File: config.mk
export PLATFORM = sky130hd
export DESIGN_NAME = serv_rf_ram_wbuf
export DESIGN_NICKNAME = d
export VERILOG_FILES = /design/src/rtl/serv_rf_pkg.sv /design/src/rtl/serv_rf_ram_wbuf_chk.sv /design/src/rtl/serv_rf_wbuf.sv /design/src/rtl/serv_rf_ram_wbuf.sv
export SDC_FILE = /design/constraint.sdc
export NUM_CORES = 1
export LEC_CHECK = 0
export BUFFER_PORTS_ARGS = -buffer_cell sky130_fd_sc_hd__buf_2
export CAP_MARGIN = 20
export CORE_MARGIN = 1.5
export CORE_UTILIZATION = 32
export CTS_CLUSTER_DIAMETER = 30
export DETAILED_ROUTE_END_ITERATION = 8
export HOLD_SLACK_MARGIN = 0.03
export PLACE_DENSITY = 0.57
export SYNTH_ARGS = -nofsm -noshare
export SYNTH_HDL_FRONTEND = slang
export SYNTH_SLANG_ARGS = --single-unit
File: constraint.sdc
create_clock -name i_clk -period 11.8 [get_ports i_clk]
set_input_delay 2.95 -clock i_clk [delete_from_list [all_inputs] [get_ports i_clk]]
set_output_delay 2.95 -clock i_clk [all_outputs]
set_load 0.01 [all_outputs]
File: src/rtl/serv_rf_pkg.sv
// Shared types for the buffered SERV register-file RAM wrapper: buffer entry,
// port-operation encoding, the default macro depth and a parity helper.
package serv_rf_pkg;

   // Entries are sized for the widest legal configuration; narrower builds zero-extend.
   localparam int RF_AW_MAX = 16;
   localparam int RF_DW_MAX = 8;

   typedef struct packed {
      logic [RF_AW_MAX-1:0] addr;
      logic [RF_DW_MAX-1:0] data;
   } wbuf_entry_t;

   typedef enum logic [1:0] {
      PORT_IDLE  = 2'd0,
      PORT_READ  = 2'd1,
      PORT_DRAIN = 2'd2,
      PORT_FULL  = 2'd3
   } port_op_e;

   function automatic int rf_depth(input int width, input int csr_regs);
      return 32 * (32 + csr_regs) / width;
   endfunction

   function automatic logic even_par(input logic [RF_DW_MAX-1:0] data);
      return ^data;
   endfunction

endpackage

File: src/rtl/serv_rf_ram_wbuf_chk.sv
// Simulation checks for the buffered RF wrapper: addresses in range and
// buffer entries free of stray bits above the configured widths.
module serv_rf_ram_wbuf_chk
   import serv_rf_pkg::*;
#(
   parameter int width = 2,
   parameter int depth = 576,
   parameter int AW    = 10
) (
   input logic                 clk_i,
   input logic                 rst_ni,
   input logic                 wen_i,
   input logic [AW-1:0]        waddr_i,
   input logic                 ren_i,
   input logic [AW-1:0]        raddr_i,
   input wbuf_entry_t          oldest_i,
   input logic [RF_DW_MAX-1:0] hit_data_i
);

   a_waddr_range: assert property (@(posedge clk_i) disable iff (!rst_ni)
      wen_i |-> (32'(waddr_i) < depth));
   a_raddr_range: assert property (@(posedge clk_i) disable iff (!rst_ni)
      ren_i |-> (32'(raddr_i) < depth));
   a_oldest_clean: assert property (@(posedge clk_i) disable iff (!rst_ni)
      ((oldest_i.data >> width) == RF_DW_MAX'(0)) && (oldest_i.addr < RF_AW_MAX'(depth)));
   a_hit_clean: assert property (@(posedge clk_i) disable iff (!rst_ni)
      (hit_data_i >> width) == RF_DW_MAX'(0));

endmodule

File: src/rtl/serv_rf_wbuf.sv
// Write buffer: shift FIFO (slot 0 oldest) with a newest-match address compare
// against every valid slot, evaluated on the current (pre-push) contents.
module serv_rf_wbuf
   import serv_rf_pkg::*;
#(
   parameter int WBUF_DEPTH = 2,
   parameter int AW         = 10,
   parameter int CW         = 2
) (
   input  logic                 clk_i,
   input  logic                 rst_ni,
   input  logic                 push_i,
   input  wbuf_entry_t          push_entry_i,
   input  logic                 pop_i,
   input  logic [AW-1:0]        raddr_i,
   output logic [CW-1:0]        count_o,
   output wbuf_entry_t          oldest_o,
   output logic                 hit_o,
   output logic [RF_DW_MAX-1:0] hit_data_o
);

   wbuf_entry_t   entry_q [WBUF_DEPTH];
   wbuf_entry_t   entry_d [WBUF_DEPTH];
   logic [CW-1:0] count_q, count_d, widx_s;

   // FIFO next state: pop shifts toward slot 0, push lands behind the survivors
   always_comb begin
      entry_d = entry_q;
      widx_s  = count_q;
      if (pop_i) begin
         for (int i = 0; i < WBUF_DEPTH - 1; i++) begin
            entry_d[i] = entry_q[i+1];
         end
         entry_d[WBUF_DEPTH-1] = '0;
         widx_s = count_q - CW'(1);
      end else begin
         widx_s = count_q;
      end
      for (int i = 0; i < WBUF_DEPTH; i++) begin
         entry_d[i] = (push_i && (CW'(i) == widx_s)) ? push_entry_i : entry_d[i];
      end
      count_d = count_q + CW'(push_i) - CW'(pop_i);
   end

   // Later slots are younger, so the last match in slot order wins
   always_comb begin
      hit_o      = 1'b0;
      hit_data_o = '0;
      for (int i = 0; i < WBUF_DEPTH; i++) begin
         if ((CW'(i) < count_q) && (entry_q[i].addr == RF_AW_MAX'(raddr_i))) begin
            hit_o      = 1'b1;
            hit_data_o = entry_q[i].data;
         end else begin
            hit_o      = hit_o;
            hit_data_o = hit_data_o;
         end
      end
   end

   // Buffer state register
   always_ff @(posedge clk_i or negedge rst_ni) begin
      if (!rst_ni) begin
         count_q <= '0;
         for (int i = 0; i < WBUF_DEPTH; i++) begin
            entry_q[i] <= '0;
         end
      end else begin
         count_q <= count_d;
         entry_q <= entry_d;
      end
   end

   assign count_o  = count_q;
   assign oldest_o = entry_q[0];

endmodule

File: src/rtl/serv_rf_ram_wbuf.sv
// SERV RF wrapper: single-port macro behind a write buffer; reads win the port,
// writes drain on idle cycles or when the buffer is full. RF_PARITY_EN adds parity.
module serv_rf_ram_wbuf
   import serv_rf_pkg::*;
#(
   parameter int width      = 2,
   parameter int csr_regs   = 4,
   parameter int depth      = rf_depth(width, csr_regs),
   parameter int WBUF_DEPTH = 2
) (
   input  logic                     i_clk,
   input  logic                     i_rst_n,
   input  logic [$clog2(depth)-1:0] i_waddr,
   input  logic [width-1:0]         i_wdata,
   input  logic                     i_wen,
   output logic                     o_wready,
   input  logic [$clog2(depth)-1:0] i_raddr,
   input  logic                     i_ren,
   output logic                     o_rready,
   output logic [width-1:0]         o_rdata,
   output logic                     o_rvalid,
   output logic                     o_rerr
);

   localparam int AW = $clog2(depth);
   localparam int CW = $clog2(WBUF_DEPTH + 1);
`ifdef RF_PARITY_EN
   localparam int MW = width + 1;
`else
   localparam int MW = width;
`endif

   logic [CW-1:0]        count_s;
   wbuf_entry_t          oldest_s, push_entry_s;
   logic                 hit_s, full_s, push_s, pop_s, mem_ce_s, mem_we_s;
   logic [RF_DW_MAX-1:0] hit_data_s;
   port_op_e             op_s;
   logic [AW-1:0]        mem_addr_s;
   logic [MW-1:0]        mem_wdata_s, mem_rword_s;
   logic [MW-1:0]        mem_q [depth];
   logic [width-1:0]     rdata_q, rdata_d;
   logic                 rvalid_q, rvalid_d;

   assign full_s       = (count_s == CW'(WBUF_DEPTH));
   assign o_wready     = ~full_s;
   assign o_rready     = ~full_s;
   assign push_s       = i_wen & ~full_s;
   assign push_entry_s = '{addr: RF_AW_MAX'(i_waddr), data: RF_DW_MAX'(i_wdata)};

   serv_rf_wbuf #(.WBUF_DEPTH(WBUF_DEPTH), .AW(AW), .CW(CW)) u_wbuf (
      .clk_i(i_clk), .rst_ni(i_rst_n), .push_i(push_s), .push_entry_i(push_entry_s),
      .pop_i(pop_s), .raddr_i(i_raddr), .count_o(count_s), .oldest_o(oldest_s),
      .hit_o(hit_s), .hit_data_o(hit_data_s)
   );

   // Port arbitration: full buffer beats reads, reads beat opportunistic drains
   always_comb begin
      op_s = PORT_IDLE;
      if (full_s) begin
         op_s = PORT_FULL;
      end else if (i_ren) begin
         op_s = PORT_READ;
      end else if (count_s != CW'(0)) begin
         op_s = PORT_DRAIN;
      end else begin
         op_s = PORT_IDLE;
      end
   end

   // Macro control derived from the selected port operation
   always_comb begin
      mem_ce_s   = 1'b0;
      mem_we_s   = 1'b0;
      pop_s      = 1'b0;
      mem_addr_s = oldest_s.addr[AW-1:0];
      case (op_s)
         PORT_READ: begin
            mem_ce_s   = 1'b1;
            mem_addr_s = i_raddr;
         end
         PORT_DRAIN, PORT_FULL: begin
            mem_ce_s = 1'b1;
            mem_we_s = 1'b1;
            pop_s    = 1'b1;
         end
         PORT_IDLE: mem_ce_s = 1'b0;
         default:   mem_ce_s = 1'b0;
      endcase
   end

`ifdef RF_PARITY_EN
   assign mem_wdata_s = {even_par(RF_DW_MAX'(oldest_s.data[width-1:0])), oldest_s.data[width-1:0]};
`else
   assign mem_wdata_s = oldest_s.data[width-1:0];
`endif
   assign mem_rword_s = mem_q[mem_addr_s];

   // Macro storage: contents survive reset
   always_ff @(posedge i_clk) begin
      if (mem_ce_s && mem_we_s) begin
         mem_q[mem_addr_s] <= mem_wdata_s;
      end
   end

   // Read result: forwarded buffer data overrides the macro word
   always_comb begin
      rvalid_d = (op_s == PORT_READ);
      rdata_d  = rdata_q;
      if (op_s == PORT_READ) begin
         rdata_d = hit_s ? hit_data_s[width-1:0] : mem_rword_s[width-1:0];
      end else begin
         rdata_d = rdata_q;
      end
   end

   // Read output registers
   always_ff @(posedge i_clk or negedge i_rst_n) begin
      if (!i_rst_n) begin
         rdata_q  <= '0;
         rvalid_q <= 1'b0;
      end else begin
         rdata_q  <= rdata_d;
         rvalid_q <= rvalid_d;
      end
   end

   assign o_rdata  = rdata_q;
   assign o_rvalid = rvalid_q;

`ifdef RF_PARITY_EN
   logic rerr_q, rerr_d;

   assign rerr_d = (op_s == PORT_READ) && !hit_s && (^mem_rword_s);

   // Parity error flag, pulsed alongside o_rvalid for macro-sourced reads
   always_ff @(posedge i_clk or negedge i_rst_n) begin
      if (!i_rst_n) begin
         rerr_q <= 1'b0;
      end else begin
         rerr_q <= rerr_d;
      end
   end

   assign o_rerr = rerr_q;
`else
   assign o_rerr = 1'b0;
`endif

   serv_rf_ram_wbuf_chk #(.width(width), .depth(depth), .AW(AW)) u_chk (
      .clk_i(i_clk), .rst_ni(i_rst_n), .wen_i(i_wen), .waddr_i(i_waddr),
      .ren_i(i_ren), .raddr_i(i_raddr), .oldest_i(oldest_s), .hit_data_i(hit_data_s)
   );

endmodule

# After elaboration in Yosys (flattened, before gate mapping)
# Memory sizes are Yosys's and may differ from the RTL's.
# Cells that the tools add are included.
dict set report totals {
  register_bits 47
  mem_bits_rw 1152
  output_inout_bits 6
  wordCells 51
  mem_count 1
}
# memory depth width rd rd_ports_with_merged_regs write_ports line
set memory_table {}
lappend memory_table {mem_q 576 2 1 0 1 serv_rf_ram_wbuf.sv:40} ;# logic [MW-1:0] mem_q [depth];
dict set report op_classes {
  add_sub_neg 3
  n_lt_le_gt_ge 2
  n_eq_ne 7
  muxes 17
  bitwise 2
  n_reduce_logical 12
}
# op count
set op_table {}
lappend op_table {{two-way mux 24 bit} 2}
lappend op_table {{two-way mux 48 bit} 1}
lappend op_table {{equality test 16 x 10 -> 1 bit} 2}
lappend op_table {{two-way mux 2 bit} 7}
lappend op_table {{two-way mux 10 bit} 1}
lappend op_table {{equality test 2 bit, second input constant} 3}
lappend op_table {{nonzero test 2 bit} 3}
lappend op_table {{logical AND 1 bit} 5}
lappend op_table {{two-way mux 1 bit} 5}
lappend op_table {{zero test 2 bit} 2}
lappend op_table {{less-than comparator 1 x 2 -> 1 bit, first input constant} 2}
lappend op_table {{OR reduction 3 bit} 1}
lappend op_table {{adder 2 x 1 -> 2 bit} 1}
lappend op_table {{equality test 1 x 2 -> 1 bit, first input constant} 1}
lappend op_table {{equality test 2 x 1 -> 1 bit, second input constant} 1}
lappend op_table {{one-hot mux 1 bit (2 select lines)} 1}
lappend op_table {{OR reduction 2 bit} 1}
lappend op_table {{subtractor 2 x 1 -> 2 bit} 1}
lappend op_table {{subtractor 2 x 1 -> 2 bit, second input constant} 1}
lappend op_table {{AND 1 bit} 1}
lappend op_table {{NOT 1 bit} 1}

# Longest topological paths before layout
# Gate-level depths: netlist (run 1).
dict set report depth {
  depth_word 11
  depth_mapped 17
  depth_no_buf 12
}

# Hierarchy
# A second synthesis (run 1) with hierarchy kept.
dict set report hier_totals {
  hier_cells 3661
  area_unflattened_um2 51110.3
}
# module instances cells_each area_per_inst_um2
set by_module_without_submodules {}
lappend by_module_without_submodules {serv_rf_ram_wbuf 1 3354 48193.7}
lappend by_module_without_submodules {serv_rf_wbuf 1 307 2916.5}

# Least setup slack after synthesis (run 1)
# OpenSTA, ideal clock, no wires.
dict set report synth_path {
  kind {register to register}
  from {register u_wbuf.entry_q, in the netlist u_wbuf.oldest_o[0]}
  to {memory mem_q[0][0] in the netlist's numbering, data pin}
  t_arrival_ns 6.793
  path_slack_ns 3.450
  stages_incl_launch_ff 1
  synth_period_minus_slack_ns 8.350
  cell_sequence {dfrtp_1}
}
# element line
set synth_lines {}
lappend synth_lines {{from (decl)} serv_rf_wbuf.sv:22} ;# wbuf_entry_t entry_q [WBUF_DEPTH];
lappend synth_lines {{from (signal assigned)} serv_rf_wbuf.sv:69} ;# entry_q <= entry_d;
lappend synth_lines {{to (decl)} serv_rf_ram_wbuf.sv:40}
# Straight into the memory's write port.

# Worst setup path in the final report (run 1)
dict set report layout_path {
  from {input i_ren}
  to {register rdata_q[1], in the netlist o_rdata[1]}
}
dict set report layout_via {
  elab_chain_cells 6
}
# element line
set layout_lines {}
lappend layout_lines {{from (decl)} serv_rf_ram_wbuf.sv:18} ;# input logic i_ren,
lappend layout_lines {{two-way mux 2 bit (*)} serv_rf_ram_wbuf.sv:61} ;# end else if (i_ren) begin
lappend layout_lines {{two-way mux 2 bit (*)} serv_rf_ram_wbuf.sv:59} ;# if (full_s) begin
lappend layout_lines {{equality test 2 x 1 -> 1 bit (*)} {serv_rf_ram_wbuf.sv:76, serv_rf_ram_wbuf.sv:109}}
lappend layout_lines {{two-way mux 10 bit} serv_rf_ram_wbuf.sv:76} ;# case (op_s)
lappend layout_lines {{memory read (576 x 2 bit)} n/a}
lappend layout_lines {{two-way mux 2 bit} serv_rf_ram_wbuf.sv:110} ;# rdata_d = hit_s ? hit_data_s[width-1:0] : mem_rword_s[width-1:0];
lappend layout_lines {{to (signal assigned)} serv_rf_ram_wbuf.sv:122} ;# rdata_q <= rdata_d;
lappend layout_lines {{to (decl)} serv_rf_ram_wbuf.sv:41} ;# logic [width-1:0] rdata_q, rdata_d;
# Mark *: on every way between the ends. The rest lies on a longest branch, timed or not.
# A chain may end at the register's enable or synchronous reset.

==> results of run 1 <==
==> critical path: cells and delay by family <==
kind | cells | cell delay, ns
AO/OA/AOI/OAI | 6 | 1.42
buffers and inverters | 4 | 1.17
AND/OR/NAND/NOR | 3 | 1.43
==> cells by family after synthesis <==
logic type | after synthesis | share of synthesized area
xor gates and xnor gates | 21 | 0.00392
muxes | 6 | 0.00157
other | 1 | 0.0000799
DFF | 1181 | 0.752
adders and majority gates | 4 | 0.00107
buffers and inverters | 277 | 0.0278
and+or+nand+nor | 970 | 0.0882
AOI/OAI and AO/OA | 806 | 0.125
==> through the flow <==
stage	setup slack [ns]	instances	hold slack, ns
global route	5.08	5460	0.587
floorplan	3.45	3266	0.489
detailed placement	4.55	5023	0.541
finish	5.04	5460	0.545
global placement	4.56	5020	0.535
CTS	5.38	5459	0.551
==> registers in the layout, summed over array words and instances, names as in the netlist <==
name	flops
u_wbuf.oldest_o	12
o_rdata	2
mem_q	1152
u_wbuf.count_o	2
u_wbuf.entry_q	12
o_rvalid	1
==> area by class of cell <==
cell class | count | area, sq um
Multi-Input combinational cell | 1808 | 10400
Clock inverter | 189 | 2330
Clock buffer | 247 | 5840
Fill cell | 13200 | 88300
Inverter | 7 | 26.3
Tap cell | 1917 | 2400
Sequential cell | 1181 | 35300
Timing Repair Buffer | 111 | 926
==> cell usage after synthesis, drive strengths merged, types with 2 or more instances <==
cell type	count
a211o	3
a21oi	136
a221oi	82
a22o	82
a22oi	413
a311oi	2
a31o	4
a31oi	27
and2	9
and4bb	2
buf	136
clkbuf	134
dfrtp	29
edfxtp	1152
ha	4
inv	7
mux2i	5
nand2	133
nand3	147
nand3b	4
nand4	8
nor2	560
nor2b	2
nor3	54
nor3b	2
nor4	35
o21ai	2
o22ai	45
o31ai	4
or4	6
or4b	3
xnor2	10
xor2	11
==> worst max-delay path by stage <==
| stage | end | slack (ns) | cells past startpoint |
|---|---|---|---|
| finish | o_rdata[1]$_DFFE_PN0N_ | 5.04 | 13 |
| detailed placement | o_rdata[1]$_DFFE_PN0N_ | 4.55 | 13 |
| global route | o_rdata[1]$_DFFE_PN0N_ | 5.08 | 13 |
| global placement | o_rdata[1]$_DFFE_PN0N_ | 4.56 | 13 |
| floorplan | mem_q[0][0]$_DFFE_PP_ | 3.45 | 0 |
| CTS | o_rdata[1]$_DFFE_PN0N_ | 5.38 | 13 |
==> per-layer routing <==
layer  global-route usage  share of wire  up-vias
met5                    0              0        -
met4               0.0608          0.026        0
met2                0.286           0.48     1447
met1                0.237           0.41    15200
met3               0.0351          0.085      231
li1                     -              -    13100
==> power breakdown <==
group	internal, W	switching [W]
sequential	0.00525	0.000159
clock	0.00449	0.00224
combinational	0.000737	0.00219
==> reports/results.tsv, run 1 <==
stage	metric	value	unit
critical_path	CP max FO	161	
grt	Remaining Overflow, GRT	0	
sta	Peak Freq	0.148	GHz
run	max_cap viols	0	
clock_network	# resized after CTS	0	
routing	Starting DRT DRC Count	3459	
routing	final wirelength	134000	microns
critical_path	Max stage delay cell, worst path	or4_1	
placement	port bufs	30	
synth	Synthesized Nets	3296	
clock_network	clk buf depth	3	
sta	Final period util	0.572	
clock_network	Root Buffer	clkbuf_16	
power_and_ir_drop	maximum VDD drop	0.000204	V
sta	max-slew violation count	0	
sta	setup TNS	0	ns
sta	final worst path period need	6.76	ns
routing	drt wl/cell	24.5	microns
routing	Final ANT Viol Nets	0	
die	Initial Util	0.323	
synth	Synth Instances	3266	
layout	Final nets	3369	
die	DIE HEIGHT	386	microns
critical_path	r2r endpoint	o_rdata[1]$_DFFE_PN0N_	
layout	post-route cell area	57300	sq um
synth	EDFF count, synth	1152	
sta	count of final hold-check violations	0	
critical_path	R2R depth	14	
die	Core Footprint	146000	sq um
synth	syn_area_per_cell	14.4	sq um
placement	DP HPWL	72200	microns
sta	Rel. slew slack	0.197	
power_and_ir_drop	PwrDens	263	nW/um^2
clock_network	hold_buf cts	0	
critical_path	CP Data Arrival Time	7.38	ns
synth	cell area after synthesis	47000	sq um
grt	GRT Total Usage	0.177	
grt	largest net degree at the start of global routing	162	
clock_network	# clock sinks	1181	
synth	Yosys top cell by area	edfxtp_1	
layout	Syn-to-layout area delta	22.0	%
routing	# DRC	0	
synth	#FFs+latches synth	1181	
critical_path	Cell Chain, Critical Path	buf_2 -> nand2b_4 -> inv_2 -> o31ai_4 -> buf_4 -> buf_12 -> a22oi_1 -> a21oi_1 -> nor4_1 -> a31oi_1 -> or4_1 -> a222oi_1 -> a31oi_1	
layout	Final Util	0.393	
critical_path	Crit Path Category	in2reg	
synth	synth unique cells	59	
sta	worst slew pin tran	1.20	ns
layout	most common cell after layout, fill and taps aside	edfxtp_1	
synth	Synth area leaders	edfxtp_1 74%, a22oi_1 6.6%, nor2_1 4.5%, nand3_1 1.6%, dfrtp_1 1.5%	
power_and_ir_drop	total power	0.0151	W
sta	Final setup viols	0	
die	die area	149000	sq um
synth	Async S/R FF share, synth	0.0246	
layout	commonest cells after routing, fill and taps aside	1152 x edfxtp_1, 560 x nor2_1, 412 x a22oi_1, 231 x clkbuf_16, 147 x nand3_1	
placement	placed cell area	49100	sq um
synth	sequential fraction of the synthesis area	0.752	
critical_path	Worst setup SP type	input port	
synth	Synthesis Warnings	0	
min_path	Hold Path Sink	u_wbuf.entry_q[10]$_DFFE_PN0P_	
synth	post-synth top area share	0.737	
clock_network	clock slew at reported path FFs	0.05	ns
die	boundary pin count	32	
run_status	run status	finished, final reports clean	
grt	initial antenna violation count	4	
grt	first-pass GRT wire length	195000	microns
clock_network	worst-skew pair later-pin latency	0.80	ns
clock_network	Inserted Clock Buffers	230	
sta	unrepaired setup endpoints after global routing	false	
sta	clk_skew	0.0425	ns
layout	# diodes	0	
routing	Initial DRT Pass Iterations	5	
grt	vias in the first global route	29700	
layout	fraction of layout cells with a size suffix above 1	0.151	
min_path	hold depth	2	
clock_network	CTS tree	yes	
clock_network	# Post-CTS Setup Buffers	0	
critical_path	Largest stage delay, worst path	0.75	ns
critical_path	Crit Reg-Reg Startpoint	u_wbuf.count_o[0]$_DFF_PN0_	
die	row cnt	140	
die	Die W	386	microns
critical_path	critical path endpoint category	flop	
min_path	Hold Crit Class	reg2reg	
critical_path	CP Launch Point	i_ren	
routing	vias per cell	5.48	
critical_path	Worst EP required	12.43	ns
placement	gpl congestion	0.805	
clock_network	H-tree Lvls	4	
synth	Top FF cell, synth	edfxtp_1	
critical_path	most used cell, CP	a31oi_1	
min_path	hold_sp	u_wbuf.entry_q[10]$_DFFE_PN0P_	
routing	DR vias	29900	
critical_path	Reg2Reg Setup Slack	6.33	ns
power_and_ir_drop	P_leak	17.8	nW
No activity file was read; power rests on OpenSTA's default activity.
==> run 2, diff against run 1 <==
- PLACE_DENSITY: 0.57 -> 0.59
- clock period: 11.8 -> 5.9 ns (I/O delays scaled with it)
==> run 2 against run 1 <==
Effect of this change: register-to-register slack lost 5.2 ns; sequential power grew 98%; die area is the same; highest routed layer unchanged; worst setup slack lost 4.0 ns; combinational power grew 110%; clock-buffer cell count shrank 4; worst hold slack gained 0.012 ns; via count grew 1.6%; wire length grew 2.5%; clock skew shrank 0.012 ns; core utilization shrank 0.10 points; global-route usage grew 0.41 points.
==> reports/results.tsv, run 2 (synthesized netlist as in run 1, its figures left out) <==
stage	metric	value	unit	change
run_status	run status	finished, final reports clean		unchanged
routing	vias per cell	5.54		was 5.48
routing	final wirelength	137000	microns	was 134000 microns
die	Core Footprint	146000	sq um	unchanged
die	die area	149000	sq um	unchanged
critical_path	Max stage delay cell, worst path	or4_1		unchanged
grt	first-pass GRT wire length	200000	microns	was 195000 microns
clock_network	H-tree Lvls	4		unchanged
layout	Fill cells	13300		was 13200
routing	Initial DRT Pass Iterations	6		was 5
min_path	hold_sp	u_wbuf.entry_q[17]$_DFFE_PN0P_		was u_wbuf.entry_q[10]$_DFFE_PN0P_
critical_path	Worst path depth	14		was 13
min_path	Hold Crit Class	reg2reg		unchanged
sta	final worst path period need	4.81	ns	
grt	initial antenna violation count	1		was 4
power_and_ir_drop	P_leak	17.8	nW	about the same
sta	setup TNS	0	ns	unchanged
critical_path	CP max FO	20		was 161
power_and_ir_drop	Gate power share	0.214		was 0.194
placement	placed cell area	49700	sq um	was 49100 sq um
min_path	hold depth	2		unchanged
grt	GRT Total Usage	0.181		was 0.177
clock_network	# clock sinks	1181		unchanged
sta	Rel. slew slack	0.278		was 0.197
sta	unrepaired setup endpoints after global routing	false		unchanged
critical_path	Largest stage delay, worst path	0.56	ns	was 0.75 ns
routing	Final ANT Viol Nets	0		unchanged
routing	drt wl/cell	25.0	microns	was 24.5 microns
layout	Largest register FFs	1152		unchanged
critical_path	r2r endpoint	o_rdata[0]$_DFFE_PN0N_		was o_rdata[1]$_DFFE_PN0N_
critical_path	Crit Path Category	reg2reg		was in2reg
die	boundary pin count	32		unchanged
sta	Final setup viols	0		unchanged
placement	DP HPWL	79200	microns	was 72200 microns
power_and_ir_drop	sw power	0.00914	W	was 0.00459 W
critical_path	critical path endpoint category	flop		unchanged
layout	Most flops, register	mem_q		unchanged
clock_network	CTS tree	yes		unchanged
clock_network	# Post-CTS Setup Buffers	0		unchanged
grt	vias in the first global route	30200		was 29700
power_and_ir_drop	Internal Dissipation	0.0202	W	was 0.0105 W
clock_network	hold_buf cts	0		unchanged
critical_path	Worst setup SP type	flop		was input port
clock_network	Inserted Clock Buffers	211		was 230
power_and_ir_drop	sw frac	0.312		was 0.305
sta	setup slack after layout	1.09	ns	was 5.04 ns
clock_network	clk buf depth	3		unchanged
critical_path	Crit Reg-Reg Startpoint	u_wbuf.count_o[0]$_DFF_PN0_		unchanged
layout	area taken by multi-input logic gates	10400	sq um	about the same
power_and_ir_drop	clock network power share	0.420		was 0.447
placement	port bufs	30		unchanged
sta	hold_ws	0.557	ns	was 0.545 ns
clock_network	Root Buffer	clkbuf_16		unchanged
layout	commonest cells after routing, fill and taps aside	1152 x edfxtp_1, 560 x nor2_1, 412 x a22oi_1, 213 x clkbuf_16, 147 x nand3_1		was 1152 x edfxtp_1, 560 x nor2_1, 412 x a22oi_1, 231 x clkbuf_16, 147 x nand3_1
power_and_ir_drop	maximum VDD drop	0.000372	V	was 0.000204 V
sta	max-slew violation count	0		unchanged
routing	# DRC	0		unchanged
die	DIE HEIGHT	386	microns	unchanged
clock_network	clock slew at reported path FFs	0.05	ns	about the same
sta	worst slew pin tran	1.08	ns	was 1.20 ns
grt	Remaining Overflow, GRT	0		unchanged
critical_path	most used cell, CP	a21oi_1		was a31oi_1
sta	clk_skew	0.0307	ns	was 0.0425 ns
die	Die W	386	microns	unchanged
power_and_ir_drop	Sequential Power Share	0.366		was 0.359
critical_path	crit path buf inv count	4		unchanged
routing	Starting DRT DRC Count	4019		was 3459
critical_path	CP Data Arrival Time	5.45	ns	was 7.38 ns
critical_path	Worst EP required	6.54	ns	was 12.43 ns
placement	gpl congestion	0.838		was 0.805
critical_path	Cell Chain, Critical Path	inv_1 -> ha_1 -> nand2b_4 -> inv_2 -> mux2_2 -> buf_4 -> nand2_2 -> buf_12 -> a21oi_1 -> nor4_1 -> a21oi_1 -> or4_1 -> a22oi_1 -> a31oi_1		was buf_2 -> nand2b_4 -> inv_2 -> o31ai_4 -> buf_4 -> buf_12 -> a22oi_1 -> a21oi_1 -> nor4_1 -> a31oi_1 -> or4_1 -> a222oi_1 -> a31oi_1
layout	Final nets	3420		was 3369
routing	DR vias	30400		was 29900
die	Initial Util	0.323		unchanged
critical_path	R2R depth	14		unchanged
layout	Syn-to-layout area delta	21.7	%	was 22.0%
placement	pre-CTS WS	0.540	ns	was 4.55 ns
layout	register area	35300	sq um	unchanged
clock_network	worst-skew pair later-pin latency	0.80	ns	about the same
sta	Final period util	0.815		
sta	Peak Freq	0.208	GHz	
layout	fraction of layout cells with a size suffix above 1	0.158		was 0.151
die	row cnt	140		unchanged
grt	largest net degree at the start of global routing	223		was 162
min_path	Hold Path Sink	u_wbuf.entry_q[17]$_DFFE_PN0P_		was u_wbuf.entry_q[10]$_DFFE_PN0P_
critical_path	Reg2Reg Setup Slack	1.09	ns	was 6.33 ns
layout	Final Util	0.392		was 0.393
run	max_cap viols	0		unchanged
layout	post-route cell area	57100	sq um	was 57300 sq um
clock_network	# resized after CTS	0		unchanged
layout	most common cell after layout, fill and taps aside	edfxtp_1		unchanged
sta	count of final hold-check violations	0		unchanged
power_and_ir_drop	PwrDens	513	nW/um^2	was 263 nW/um^2
critical_path	cell family with most CP delay	simple AND/OR/NAND/NOR gates		unchanged
## run 2: cell count changes in the layout (fill, tap and decap cells not counted), moves of 8 or more
cell,change
clkbuf_8,+8
bufinv_16,-12
clkinv_2,-9
nand2_2,-12
clkinv_1,-16
clkbuf_16,-18
nand2_1,+12
buf_12,+17
buf_4,+56
## run 2: layout make-up
cell class              count  share of cell area
flip-flops and latches   1181               0.618
multi-input cells        1808               0.182
clock buffers             243              0.0967
well taps                1917              0.0420
clock inverters           156              0.0322
repair buffers            181              0.0281
inverters                   7            0.000460
diodes                      3            0.000131
## run 2: per-layer routing
metal | share of wire | track usage | up-vias
li1 | - | - | 13100
met1 | 0.41 | 0.244 | 15500
met2 | 0.47 | 0.285 | 1494
met3 | 0.087 | 0.0367 | 269
met4 | 0.034 | 0.0731 | 0
met5 | 0 | 0 | -
## run 2: metrics by stage
step / total power, W / std cells
floorplan: 0.0147 / 3266
global route: 0.0302 / 5493
global placement: 0.0170 / 5093
finish: 0.0293 / 5496
detailed placement: 0.0170 / 5093
CTS: 0.0294 / 5492
## run 2: worst max-delay path by stage
stage | start | to | slack [ns]
2_1_floorplan | u_wbuf.oldest_o[0]$_DFFE_PN0P_ | o_rdata[0]$_DFFE_PN0N_ | 1.14
4_1_cts | u_wbuf.count_o[0]$_DFF_PN0_ | o_rdata[0]$_DFFE_PN0N_ | 1.16
5_1_grt | u_wbuf.count_o[0]$_DFF_PN0_ | o_rdata[0]$_DFFE_PN0N_ | 1.00
3_5_place_dp | i_ren | o_rdata[0]$_DFFE_PN0N_ | 0.54
6_report | u_wbuf.count_o[0]$_DFF_PN0_ | o_rdata[0]$_DFFE_PN0N_ | 1.09
3_3_place_gp | i_ren | o_rdata[0]$_DFFE_PN0N_ | 0.56
## run 2: power by group through the flow
stage	sequential (W)	combinational [W]	clock, W
floorplan	0.0116	0.00313	0
global placement	0.0109	0.00617	0
detailed placement	0.0109	0.00617	0
CTS	0.0107	0.00621	0.0124
global route	0.0107	0.00664	0.0128
finish	0.0107	0.00627	0.0123
## run 2: tightest hold or removal path, delay by kind of cell (launching register included)
kind	cells	cell delay, ns
simple gates	2	0.14
flops	1	0.38
